`config.mk`:
```
export PLATFORM = sky130hd
export DESIGN_NAME = spi_over_jtag_framed
export DESIGN_NICKNAME = d
export VERILOG_FILES = /design/src/rtl/spi_over_jtag_framed.sv
export SDC_FILE = /design/constraint.sdc
export NUM_CORES = 1
export LEC_CHECK = 0
export ABC_AREA = 1
export BUFFER_PORTS_ARGS = -buffer_cell sky130_fd_sc_hd__buf_2
export CAP_MARGIN = 40
export CORE_MARGIN = 1.5
export CORE_UTILIZATION = 30
export DETAILED_ROUTE_END_ITERATION = 10
export PLACE_DENSITY = 0.54
export SKIP_CTS_REPAIR_TIMING = 1
export SLEW_MARGIN = 20
export SYNTH_ARGS = -nofsm -noshare
export SYNTH_HDL_FRONTEND = slang
export SYNTH_SLANG_ARGS = --single-unit
```
`constraint.sdc`:
```
create_clock -name clk -period 3.4 [get_ports clk]
set_clock_uncertainty 0.15 [all_clocks]
set_input_delay 0.17 -clock clk [delete_from_list [all_inputs] [get_ports clk]]
set_output_delay 0.17 -clock clk [all_outputs]
set_load 0.005 [all_outputs]
```
`src/rtl/spi_over_jtag_framed.sv`:
```
// ---------------------------------------------------------------------------
// spi_over_jtag_framed
//
// Framed, multi-chip-select JTAG-to-SPI bridge clocked from BSCAN TCK.
// Each DR scan carries a start bit, then a header shifted LSB first
// (cs_idx[CS_W], quad[1], hold[1], len[LEN_W]), then the payload.
//
// Optional feature macro: QUAD_READ_EN
//   defined   : quad-read path (nibble register, slot counter) is present.
//   undefined : the header quad bit is ignored; every transfer is single-bit.
//
// Ports
//   clk          BSCAN TCK, the only clock
//   rst          synchronous active-high reset
//   sel, capture, shift, update, tdi
//                BSCAN outputs for this USER chain (capture/update unused)
//   tdo          registered return data to BSCAN TDO
//   sck_en       SPI clock enable; top level forms sck = clk & sck_en
//   csn          active-low chip selects, NUM_CS wide
//   dq_o/dq_oe   flash DQ outputs / output enables (dq_o[0] = MOSI)
//   dq_i         flash DQ inputs (dq_i[1] = MISO)
//   busy         high whenever the FSM is outside IDLE
//   abort        sticky error flag (bad chip select or premature scan exit)
//   o_dbg_state  current FSM state, for observation
//
// Handshake: the bridge has no valid/ready pair. A bit is consumed on every
// clock where sel & shift ("active") is high; dropping active while in
// HDR or XFER is treated as an aborted scan.
// ---------------------------------------------------------------------------
module spi_over_jtag_framed #(
    parameter int NUM_CS = 1,
    parameter int CS_W   = 2,
    parameter int LEN_W  = 16
) (
    input  logic              clk,
    input  logic              rst,
    input  logic              sel,
    input  logic              capture,
    input  logic              shift,
    input  logic              update,
    input  logic              tdi,
    output logic              tdo,
    output logic              sck_en,
    output logic [NUM_CS-1:0] csn,
    output logic [3:0]        dq_o,
    output logic [3:0]        dq_oe,
    input  logic [3:0]        dq_i,
    output logic              busy,
    output logic              abort,
    output logic [2:0]        o_dbg_state
);

    localparam int HDR_W  = CS_W + 2 + LEN_W;
    localparam int HCNT_W = $clog2(HDR_W);

    typedef enum logic [2:0] {
        S_IDLE  = 3'd0,
        S_HDR   = 3'd1,
        S_XFER  = 3'd2,
        S_DRAIN = 3'd3,
        S_ERR   = 3'd4
    } state_t;

    state_t              r_state;
    state_t              w_state_nx;

    logic [HDR_W-1:0]    r_hdr;
    logic [HCNT_W-1:0]   r_hdr_cnt;
    logic [LEN_W-1:0]    r_len;
    logic                r_hold;
    logic [NUM_CS-1:0]   r_csn;
    logic                r_tdo;
    logic                r_abort;

    logic                w_active;
    logic [HDR_W-1:0]    w_hdr_full;
    logic                w_hdr_last;
    logic [CS_W-1:0]     w_cs;
    logic                w_hold_hdr;
    logic [LEN_W-1:0]    w_len_hdr;
    logic                w_len_zero;
    logic                w_cs_bad;
    logic [NUM_CS-1:0]   w_csn_dec;
    logic                w_quad;
    logic                w_slot0;
    logic                w_slot_last;
    logic                w_xfer_last;
    logic                w_mosi;
    logic                w_sck_en;
    logic [3:0]          w_dq_oe;

    // The header register shifts right so the first (LSB) bit ends up at
    // bit 0; w_hdr_full already includes the bit arriving this cycle.
    assign w_hdr_full = {tdi, r_hdr[HDR_W-1:1]};

`ifdef QUAD_READ_EN
    logic       r_quad;
    logic [1:0] r_slot;
    logic [3:0] r_sr;

    assign w_quad      = r_quad;
    assign w_slot0     = (r_slot == 2'd0);
    assign w_slot_last = !r_quad || (r_slot == 2'd3);
`else
    logic w_unused;

    assign w_quad      = 1'b0;
    assign w_slot0     = 1'b1;
    assign w_slot_last = 1'b1;
    assign w_unused    = ^{dq_i[3:2], dq_i[0], w_hdr_full[CS_W], capture, update};
`endif

    always_comb begin
        w_active    = sel & shift;
        w_hdr_last  = (r_hdr_cnt == HCNT_W'(HDR_W - 1));
        w_cs        = w_hdr_full[CS_W-1:0];
        w_hold_hdr  = w_hdr_full[CS_W+1];
        w_len_hdr   = w_hdr_full[HDR_W-1:CS_W+2];
        w_len_zero  = (w_len_hdr == '0);
        w_cs_bad    = ({1'b0, w_cs} >= (CS_W+1)'(NUM_CS));
        // Transfer ends when the last bit (single) or last slot of the
        // last nibble (quad) is consumed; the counter never wraps.
        w_xfer_last = w_slot_last && (r_len == LEN_W'(1));
        for (int i = 0; i < NUM_CS; i++) begin
            w_csn_dec[i] = (int'(w_cs) != i);
        end
`ifndef QUAD_READ_EN
`endif
    end

    // ---------------- next-state / combinational outputs ----------------
    always_comb begin
        w_state_nx = r_state;
        w_sck_en   = 1'b0;
        w_mosi     = 1'b0;
        w_dq_oe    = 4'b1101;

        case (r_state)
            S_IDLE: begin
                if (w_active && tdi) begin
                    w_state_nx = S_HDR;
                end
            end
            S_HDR: begin
                if (!w_active) begin
                    w_state_nx = S_IDLE;
                end else if (w_hdr_last) begin
                    if (w_cs_bad) begin
                        w_state_nx = S_ERR;
                    end else if (w_len_zero) begin
                        w_state_nx = S_DRAIN;
                    end else begin
                        w_state_nx = S_XFER;
                    end
                end
            end
            S_XFER: begin
                // sck_en is gated by active so an aborted scan stops the
                // SPI clock in the very cycle shift drops.
                w_sck_en = w_active && (!w_quad || w_slot0);
                w_mosi   = w_quad ? 1'b0 : tdi;
                w_dq_oe  = w_quad ? 4'b0000 : 4'b1101;
                if (!w_active) begin
                    w_state_nx = S_IDLE;
                end else if (w_xfer_last) begin
                    w_state_nx = S_DRAIN;
                end
            end
            S_DRAIN: begin
                w_state_nx = S_IDLE;
            end
            S_ERR: begin
                if (!w_active) begin
                    w_state_nx = S_IDLE;
                end
            end
            default: begin
                w_state_nx = S_IDLE;
            end
        endcase
    end

    // ---------------- state and datapath registers ----------------
    always_ff @(posedge clk) begin
        if (rst) begin
            r_state   <= S_IDLE;
            r_hdr     <= '0;
            r_hdr_cnt <= '0;
            r_len     <= '0;
            r_hold    <= 1'b0;
            r_csn     <= '1;
            r_tdo     <= 1'b0;
            r_abort   <= 1'b0;
`ifdef QUAD_READ_EN
            r_quad    <= 1'b0;
            r_slot    <= 2'd0;
            r_sr      <= 4'd0;
`endif
        end else begin
            r_state <= w_state_nx;
            case (r_state)
                S_IDLE: begin
                    r_tdo <= 1'b0;
                    if (w_active && tdi) begin
                        r_hdr_cnt <= '0;
                    end
                end
                S_HDR: begin
                    r_tdo <= 1'b0;
                    if (!w_active) begin
                        // premature exit: release everything, discard hold
                        r_abort <= 1'b1;
                        r_csn   <= '1;
                        r_hold  <= 1'b0;
                    end else begin
                        r_hdr     <= w_hdr_full;
                        r_hdr_cnt <= r_hdr_cnt + HCNT_W'(1);
                        if (w_hdr_last) begin
                            r_len <= w_len_hdr;
`ifdef QUAD_READ_EN
                            r_quad <= w_hdr_full[CS_W];
                            r_slot <= 2'd0;
`endif
                            if (w_cs_bad) begin
                                r_abort <= 1'b1;
                                r_csn   <= '1;
                                r_hold  <= 1'b0;
                            end else begin
                                r_hold <= w_hold_hdr;
                                // len=0 frames only update hold; a held
                                // select is then released when DRAIN ends.
                                if (!w_len_zero) begin
                                    r_abort <= 1'b0;
                                    r_csn   <= w_csn_dec;
                                end
                            end
                        end
                    end
                end
                S_XFER: begin
                    if (!w_active) begin
                        r_abort <= 1'b1;
                        r_csn   <= '1;
                        r_hold  <= 1'b0;
                        r_tdo   <= 1'b0;
                    end else begin
`ifdef QUAD_READ_EN
                        if (r_quad) begin
                            r_slot <= r_slot + 2'd1;
                            // Slot 0 captures the nibble and presents b3;
                            // slots 1..3 walk b2..b0 out, so b0 lands on
                            // the following slot 0 (or DRAIN).
                            if (r_slot == 2'd0) begin
                                r_sr  <= dq_i;
                                r_tdo <= dq_i[3];
                            end else begin
                                r_sr  <= {r_sr[2:0], 1'b0};
                                r_tdo <= r_sr[2];
                            end
                            if (r_slot == 2'd3) begin
                                r_len <= r_len - LEN_W'(1);
                            end
                        end else begin
                            r_tdo <= dq_i[1];
                            r_len <= r_len - LEN_W'(1);
                        end
`else
                        r_tdo <= dq_i[1];
                        r_len <= r_len - LEN_W'(1);
`endif
                    end
                end
                S_DRAIN: begin
                    // tdo keeps the last returned bit for this cycle
                    if (!r_hold) begin
                        r_csn <= '1;
                    end
                end
                S_ERR: begin
                    r_tdo <= 1'b0;
                end
                default: begin
                    r_tdo <= 1'b0;
                end
            endcase
        end
    end

    assign tdo         = r_tdo;
    assign sck_en      = w_sck_en;
    assign csn         = r_csn;
    assign dq_o        = {2'b11, 1'b0, w_mosi};
    assign dq_oe       = w_dq_oe;
    assign busy        = (r_state != S_IDLE);
    assign abort       = r_abort;
    assign o_dbg_state = r_state;

endmodule

```
# Word level (Yosys, flattened, before mapping)
# Index checks and enable logic that the tools add are counted.
[op_classes] n_addsub=2 mul=0 div=0 order_cmp=1 eq_ne=16 shift=0 muxes=37 n_bitwise=1 n_reduce_logical=15
[op_table] operator="16-bit two-way mux" count=3
[op_table] operator="16-bit one-hot mux with 2 select lines" count=1
[op_table] operator="3-bit two-way mux" count=7
[op_table] operator="1-bit two-way mux" count=18
[op_table] operator="16-bit by 1-bit equality test with 1-bit output (second input constant)" count=1
[op_table] operator="16-bit logical NOT" count=1
[op_table] operator="16-bit by 1-bit subtractor with 16-bit output (second input constant)" count=1
[op_table] operator="2-bit inequality test (second input constant)" count=7
[op_table] operator="3-bit one-hot mux with 4 select lines" count=1
[op_table] operator="4-bit AND reduction" count=3
[op_table] operator="5-bit two-way mux" count=2
[op_table] operator="5-bit one-hot mux with 2 select lines" count=1
[op_table] operator="3-bit by 2-bit equality test with 1-bit output (second input constant)" count=2
[op_table] operator="3-bit inequality test (second input constant)" count=2
[op_table] operator="1-bit one-hot mux with 2 select lines" count=3
[op_table] operator="3-bit AND reduction" count=2
[op_table] operator="2-bit nonzero test" count=3
[op_table] operator="3-bit nonzero test" count=2
[op_table] operator="5-bit by 1-bit adder with 5-bit output (second input constant)" count=1
[op_table] operator="5-bit equality test (second input constant)" count=1
[op_table] operator="5-bit AND reduction" count=1
[op_table] operator="4-bit inequality test (second input constant)" count=1
[op_table] operator="3-bit by 1-bit equality test with 1-bit output (second input constant)" count=1
[op_table] operator="3-bit equality test (second input constant)" count=1
[op_table] operator="6 further kinds" count=6
[word_totals] regBits=48 latchBits=0 ramBits=0 mem_bits_ro=0 in_bits=11 elab_cells=80 n_memories=0

# Longest topological paths before layout
# Gate-level depths: netlist of the first run.
[depth] depth_word=6 mapped_depth=10 ltp_nobuf=10

# Worst setup path after synthesis of the first run
# Ideal clock, no wire load.
[synth_timing] path_type="reg-to-reg" start="register r_hdr_cnt[0]" end="register r_abort (netlist: abort)" arrival_time_ns=1.440 path_slack_ns=1.695 stages_incl_launch_ff=9 path_buffers=0 synth_period_minus_slack_ns=1.705 path_cell_list="dfxtp_1 ha_1 nand2_1 nor3_1 nor2_1 nor2_1 nand3_1 nand2_1 nor2_1"
[synth_between] elab_chain_cells=3
[synth_lines] element="start, declared" line="68" rtl="logic [HCNT_W-1:0] r_hdr_cnt;"
[synth_lines] element="start signal, assigned" line="217" rtl="r_hdr_cnt <= r_hdr_cnt + HCNT_W'(1);"
[synth_lines] element="5-bit equality test" line="115" rtl="w_hdr_last = (r_hdr_cnt == HCNT_W'(HDR_W - 1));"
[synth_lines] element="3-bit inequality test (no source line)"
[synth_lines] element="4-bit AND reduction (no source line)"
[synth_lines] element="end signal, assigned" line="193" rtl="r_abort <= 1'b0;"
[synth_lines] element="end signal, assigned" line="212" rtl="r_abort <= 1'b1;"
[synth_lines] element="end signal, assigned" line="225" rtl="r_abort <= 1'b1;"
[synth_lines] element="end, declared" line="73" rtl="logic r_abort;"
# No other way between the ends.
# A chain may end at the register's enable or synchronous reset.

# Worst setup path after layout of the first run
[layout_timing] start="register r_state[2] (netlist: o_dbg_state[2])" end="register r_len[3]"
[layout_between] elab_chain_cells=3
[layout_lines] element="start, declared" line="64" rtl="state_t r_state;"
[layout_lines] element="start signal, assigned" line="200" rtl="r_state <= w_state_nx;"
[layout_lines] element="3-bit by 1-bit equality test with 1-bit output / 3-bit by 2-bit equality test with 1-bit output (equally long branches)" line="201" rtl="case (r_state)"
[layout_lines] element="2-bit inequality test (no source line) / 2-bit nonzero test (equally long branches)"
[layout_lines] element="4-bit AND reduction (no source line)"
[layout_lines] element="end signal, assigned" line="219" rtl="r_len <= w_len_hdr;"
[layout_lines] element="end signal, assigned" line="269" rtl="r_len <= r_len - LEN_W'(1);"
[layout_lines] element="end, declared" line="69" rtl="logic [LEN_W-1:0] r_len;"
# Parallel ways exist; a longest one is shown, timed or not.

==> flow_metrics.py, run 1 <==
metrics = {
    "timing": {
        "period_share_pct": 62.7,
        "rsz0062_at_grt": "no",
        "min_period_ns": 2.13,
        "final-hold-violation-count": 0,
        "tightest_slew_ns": 0.701,
        "max_freq_mhz": 469,
        "final-setup-viol-count": 0,
        "slew_viol_final": 0,
        "maxSlewHeadroom_pct": 53.2,
        "finalSetupTns_ns": 0,
    },
    "yosys": {
        "syn-instance-count": 403,
        "yosysWarnings": 0,
        "synth_area_um2": 2600,
        "syn_area_per_cell_um2": 6.46,
        "synth_seq_area_share_pct": 36.1,
        "ys_seq_elements": 47,
        "synth_cell_types": 28,
    },
    "cells_and_area": {
        "drive_gt1_share_pct": 8.74,
        "nFillCells": 915,
        "diodes": 0,
        "final_common_cell": "nand2_1",
        "final_cell_mix": "nand2_1, nor2_1, dfxtp_1, a21oi_1, inv_1",
        "final_area_um2": 2840,
        "area_growth_pct": 8.89,
        "fin_nets": 425,
    },
    "routing": {
        "drc": 0,
        "viasPerCell": 4.77,
        "post_drt_wl_per_cell_um": 12.2,
        "drt.antenna.violating_nets": 0,
        "via_count": 2464,
        "drt_iter0_drc": 117,
        "first_pass_iters": 4,
        "routed_wl_um": 6310,
    },
    "place": {
        "gp_congestion": 0.843,
        "placed_cell_area_um2": 2710,
        "dp_hpwl_um": 4440,
        "portBuffers": 14,
    },
    "grt": {
        "track_usage_pct": 15.2,
        "antenna_found_initial": 0,
        "grt_pass1_wl_um": 10900,
        "grt_pass1_vias": 2285,
        "grt-ovfl-total": 0,
        "grt_max_degree": 25,
    },
    "worst_setup_path": {
        "r2r-end": "r_len[3]$_SDFFE_PP0P_",
        "critPathTopFamily": "compound AO/OA/AOI/OAI gates",
        "crit_chain": "nand3b_4, nor2_2, a21oi_4, o21ai_0, a21oi_1",
        "critPathMaxStageDelay_ns": 0.57,
        "required_ns": 3.48,
        "criticalPathCategory": "flop to flop",
        "reg2reg_from": "o_dbg_state[2]$_SDFFE_PP0P_",
        "cp-end-kind": "flop",
        "worst_r2r_path_depth": 5,
        "cp_data_arrival_time_ns": 2.21,
        "r2r_setup_slack_ns": 1.27,
        "worst-path-buf-inv": 0,
        "crit_path_start_kind": "flop",
        "crit_fanout": 24,
        "cp_slowest_cell": "dfxtp_1",
    },
    "pwr": {
        "swShare_pct": 24.3,
        "p_leak_nw": 1.23,
        "p_switching_uw": 257,
        "ir_drop_v": 0.000192,
        "seqPwrFrac_pct": 53.6,
        "p_per_area_nw_per_um2": 374,
        "internal_power_uw": 803,
        "clkPwrFrac_pct": 39.5,
        "p_comb_share_pct": 7.0,
    },
    "worst_hold_path": {
        "hold-path-cell-count": 3,
        "hold_class": "input port to flop",
        "hold_start": "tdi",
        "min_to": "r_hdr[19]$_SDFFE_PP0P_",
    },
    "clock_network": {
        "numClockSinks": 47,
        "cts_max_path_buffers": 2,
        "cts_tree": "yes",
        "h-tree-depth": 2,
        "cts-root-buf": "clkbuf_8",
        "cts_buffers": 5,
        "cts.clk_slew.worst_paths_ns": 0.09,
        "clk_latency_ns": 0.30,
    },
    "die": {
        "rows": 33,
        "core-area_um2": 8300,
        "die-area_um2": 9250,
        "start_util_pct": 31.4,
        "die_w_um": 96.2,
        "io_pins": 27,
        "die_h_um": 96.2,
    },
    "flow_run": {
        "drv_cap": 0,
    },
    "outcome": {
        "status": "completed",
    },
}
[power by group through the flow]
stage	Combinational (mW)	Sequential, mW	Clock, mW
after CTS	0.0737	0.568	0.430
after global placement	0.0737	0.580	0
final	0.0738	0.568	0.418
after detailed placement	0.0735	0.580	0
after floorplan	0.0581	0.579	0
after global routing	0.0862	0.569	0.456
[Yosys cell counts]
cell	number	area share (%)
ha_1	3	1.4
a21oi_1	46	8.8
nand3_1	32	6.2
and2_1	2	0.48
buf_4	9	2.6
a21oi_4	1	0.62
nand4_1	4	0.96
o21ai_2	1	0.34
o211ai_1	2	0.58
nor2_2	1	0.24
dfxtp_1	47	36
nor2_4	2	0.86
nor2_1	56	8.1
nor3_4	1	0.62
nand2_2	1	0.24
conb_1	2	0.29
nand3b_4	1	0.77
inv_1	40	5.8
o211a_1	1	0.38
buf_2	5	0.96
buf_6	1	0.43
clkbuf_1	6	0.86
o21ai_0	32	6.2
or2_2	1	0.24
nor3_1	6	1.2
inv_2	3	0.43
nand2_1	95	14
xor2_1	2	0.67
[cells by family after synthesis]
kind of cell,Yosys count,synth area share [%]
compound gates,83,16.9
simple gates,202,33.5
fa+ha+maj,3,1.44
xor+xnor,2,0.673
buf+inv,64,11.1
other cells,2,0.288
flops,47,36.1
[how the worst max path moves through the flow]
stage                                           start                endpoint  slack, ns  cells past startpoint
after floorplan             r_hdr_cnt[0]$_SDFFE_PP0P_      abort$_SDFFE_PP0P_       1.70                      8
after global placement    o_dbg_state[2]$_SDFFE_PP0P_  r_len[13]$_SDFFE_PP0P_       1.34                      5
after detailed placement  o_dbg_state[2]$_SDFFE_PP0P_   r_len[3]$_SDFFE_PP0P_       1.30                      5
after CTS                 o_dbg_state[2]$_SDFFE_PP0P_   r_len[3]$_SDFFE_PP0P_       1.24                      5
after global routing      o_dbg_state[2]$_SDFFE_PP0P_   r_len[0]$_SDFFE_PP0P_       1.05                      5
final                     o_dbg_state[2]$_SDFFE_PP0P_   r_len[3]$_SDFFE_PP0P_       1.27                      5
[area by class of cell]
type	count	area [um^2]	share of cell area [%]
Inverter	43	161	5.69
Clock inverter	3	43.8	1.54
Timing Repair Buffer	17	95.1	3.35
Sequential cell	47	941	33.2
Clock buffer	5	68.8	2.43
Multi-Input combinational cell	297	1390	49.2
Tap cell	105	131	4.63
[registers in the layout, indices dropped and copies added (netlist names)]
name / flops
csn: 1
r_hdr_cnt: 5
tdo: 1
r_hdr: 19
r_len: 16
o_dbg_state: 3
r_hold: 1
abort: 1
[layer usage]
metal  vias up  global-route usage (%)  share of wire [%]
met2        29                    25.3                 46
met1      1141                    20.2                 50
li1       1292                       -                  -
met4         0                    4.41               0.57
met5         -                       0                  0
met3         2                    2.45                2.5
[worst register-to-register path, stage by stage, from the launching register on]
cell and delay [ns]:
dfxtp_1 0.57, nand3b_4 0.39, nor2_2 0.15, a21oi_4 0.46, o21ai_0 0.17, a21oi_1 0.17
[per-stage QoR]
stage	hold slack, ns	utilization, %	std cells	worst slack (ns)	power (mW)
5_1_grt	0.176	34.2	517	1.05	1.11
6_report	0.105	34.2	517	1.27	1.06
3_5_place_dp	0.279	32.7	508	1.30	0.654
4_1_cts	-0.0445	34.0	516	1.24	1.07
3_3_place_gp	0.277	32.7	508	1.34	0.654
2_1_floorplan	0.0891	-	408	1.70	0.637
(Power assumes the default switching activity.)
==> run 2: changes to the inputs <==
--- a/config.mk
+++ b/config.mk
@@ -11,7 +11,7 @@
 export CORE_MARGIN = 1.5
 export CORE_UTILIZATION = 30
 export DETAILED_ROUTE_END_ITERATION = 10
-export PLACE_DENSITY = 0.54
+export PLACE_DENSITY = 0.56
 export SKIP_CTS_REPAIR_TIMING = 1
 export SLEW_MARGIN = 20
 export SYNTH_ARGS = -nofsm -noshare
==> constraint.sdc (replaced) <==
create_clock -name clk -period 1.85 [get_ports clk]
set_clock_uncertainty 0.15 [all_clocks]
set_input_delay 0.0925 -clock clk [delete_from_list [all_inputs] [get_ports clk]]
set_output_delay 0.0925 -clock clk [all_outputs]
set_load 0.005 [all_outputs]
==> flow_metrics.py, run 2 (synthesis results as in run 1) <==
metrics = {
    "die": {
        "io_pins": 27,
        "core-area_um2": 8300,
        "die-area_um2": 9250,
        "die_w_um": 96.2,
        "rows": 33,
        "die_h_um": 96.2,
        "start_util_pct": 31.4,
    },
    "routing": {
        "drc": 0,
        "routed_wl_um": 6290,
        "via_count": 2492,
        "viasPerCell": 4.69,
        "drt.antenna.violating_nets": 0,
        "drt_iter0_drc": 129,
        "post_drt_wl_per_cell_um": 11.8,
        "first_pass_iters": 4,
    },
    "grt": {
        "grt-ovfl-total": 0,
        "grtUsageMet3_pct": 2.37,
        "track_usage_pct": 14.9,
        "grt_pass1_wl_um": 10700,
        "antenna_found_initial": 0,
        "met1_usage_pct": 20.3,
        "grt_use_met2_pct": 23.8,
        "grt_max_degree": 24,
        "grt_pass1_vias": 2277,
        "grt.busiest_layer": "met2",
    },
    "worst_setup_path": {
        "cp_data_arrival_time_ns": 1.79,
        "cp_slowest_cell": "dfxtp_1",
        "cp-end-kind": "flop",
        "criticalPathCategory": "flop to flop",
        "critPathMaxStageDelay_ns": 0.38,
        "cp_common_cell": "nor2_1",
        "crit_chain": "ha_1, nand2_1, nor3_1, buf_4, nor2_1, nor2_1, nand3_1, a21oi_1",
        "critPathTopFamily": "simple AND/OR/NAND/NOR gates",
        "crit_path_start_kind": "flop",
        "required_ns": 1.92,
        "worst-path-buf-inv": 1,
        "crit_fanout": 4,
    },
    "cells_and_area": {
        "regMostFlops": "r_hdr",
        "final_cell_mix": "nand2_1, nor2_1, dfxtp_1, a21oi_1, inv_1",
        "register_area_um2": 941,
        "multi_input_area_um2": 1400,
        "reg.largest.list": "r_hdr x19, r_len x16, r_hdr_cnt x5",
        "final_common_cell": "nand2_1",
        "fin_nets": 441,
        "diodes": 0,
        "largest_reg_flops": 19,
        "fin_util_pct": 35.3,
        "drive_gt1_share_pct": 12.0,
        "area_growth_pct": 12.6,
        "nFillCells": 904,
    },
    "timing": {
        "max_freq_mhz": 584,
        "min_period_ns": 1.71,
        "hold_slack_ns": 0.0214,
        "period_share_pct": 92.6,
        "final-setup-viol-count": 0,
        "slew_viol_final": 0,
        "final-hold-violation-count": 0,
    },
    "clock_network": {
        "cts_tree": "yes",
        "cts_buffers": 5,
        "h-tree-depth": 2,
        "cts.clk_slew.worst_paths_ns": 0.09,
        "cts-root-buf": "clkbuf_8",
        "cts_max_path_buffers": 2,
        "numClockSinks": 47,
        "clk_latency_ns": 0.30,
    },
    "pwr": {
        "ir_drop_v": 0.000355,
        "p_per_area_nw_per_um2": 609,
        "p_leak_nw": 1.29,
    },
    "place": {
        "dp_hpwl_um": 4470,
        "portBuffers": 14,
        "gp_congestion": 0.833,
    },
    "worst_hold_path": {
        "hold_class": "input port to flop",
    },
    "flow_run": {
        "drv_cap": 0,
    },
    "outcome": {
        "status": "completed",
    },
}
run 2: changes by cell type in the layout (fill, tap and decap cells not counted), sizes merged:
cell    change
bufinv      -1
clkinv      -2
clkbuf      +1
buf        +16
run 2: routing by layer:
metal | wire (um) | vias to the layer above
li1 | - | 1322
met1 | 3190 | 1123
met2 | 2750 | 40
met3 | 230 | 7
met4 | 116 | 0
met5 | 0 | -
run 2: final timing paths:
check	cells past startpoint	from	slack (ns)	to
worst max register to register	8	r_hdr_cnt[0]$_SDFFE_PP0P_	0.14	o_dbg_state[1]$_SDFFE_PP0P_
worst min register to register	2	r_hdr[3]$_SDFFE_PP0P_	0.32	r_hdr[2]$_SDFFE_PP0P_
worst min-delay path	3	tdi	0.02	r_hdr[19]$_SDFFE_PP0P_
worst max-delay path	8	r_hdr_cnt[0]$_SDFFE_PP0P_	0.14	o_dbg_state[1]$_SDFFE_PP0P_
run 2: area by class of cell:
type	count	share of cell area (%)
tap	105	4.48
clock buffer	6	2.47
inverter	43	5.50
timing repair buffer	33	7.76
sequential	47	32.1
multi-input combinational	297	47.7
run 2: metrics by stage:
step	std cells	worst slack, ns	TNS (ns)	area (um^2)	power, mW
floorplan	408	0.145	0	2620	1.17
global placement	522	0.103	0	2830	1.21
detailed placement	522	0.0906	0	2830	1.21
CTS	528	0.0531	0	2900	1.80
global route	531	-0.00118	-0.00118	2930	1.86
finish	531	0.136	0	2930	1.79
run 2: report_power, final:
group,leakage [nW],switching [mW],internal (mW)
Clock,0.0371,0.344,0.253
Combinational,0.873,0.0953,0.0516
Sequential,0.379,0.0141,1.03
run 2: worst register-to-register path, delay by kind of cell, from the launching register on:
kind            cells  cell delay [ns]
compound gates      1             0.17
simple gates        5             0.59
flops               1             0.38
buf+inv             1             0.17
fa+ha+maj           1             0.18
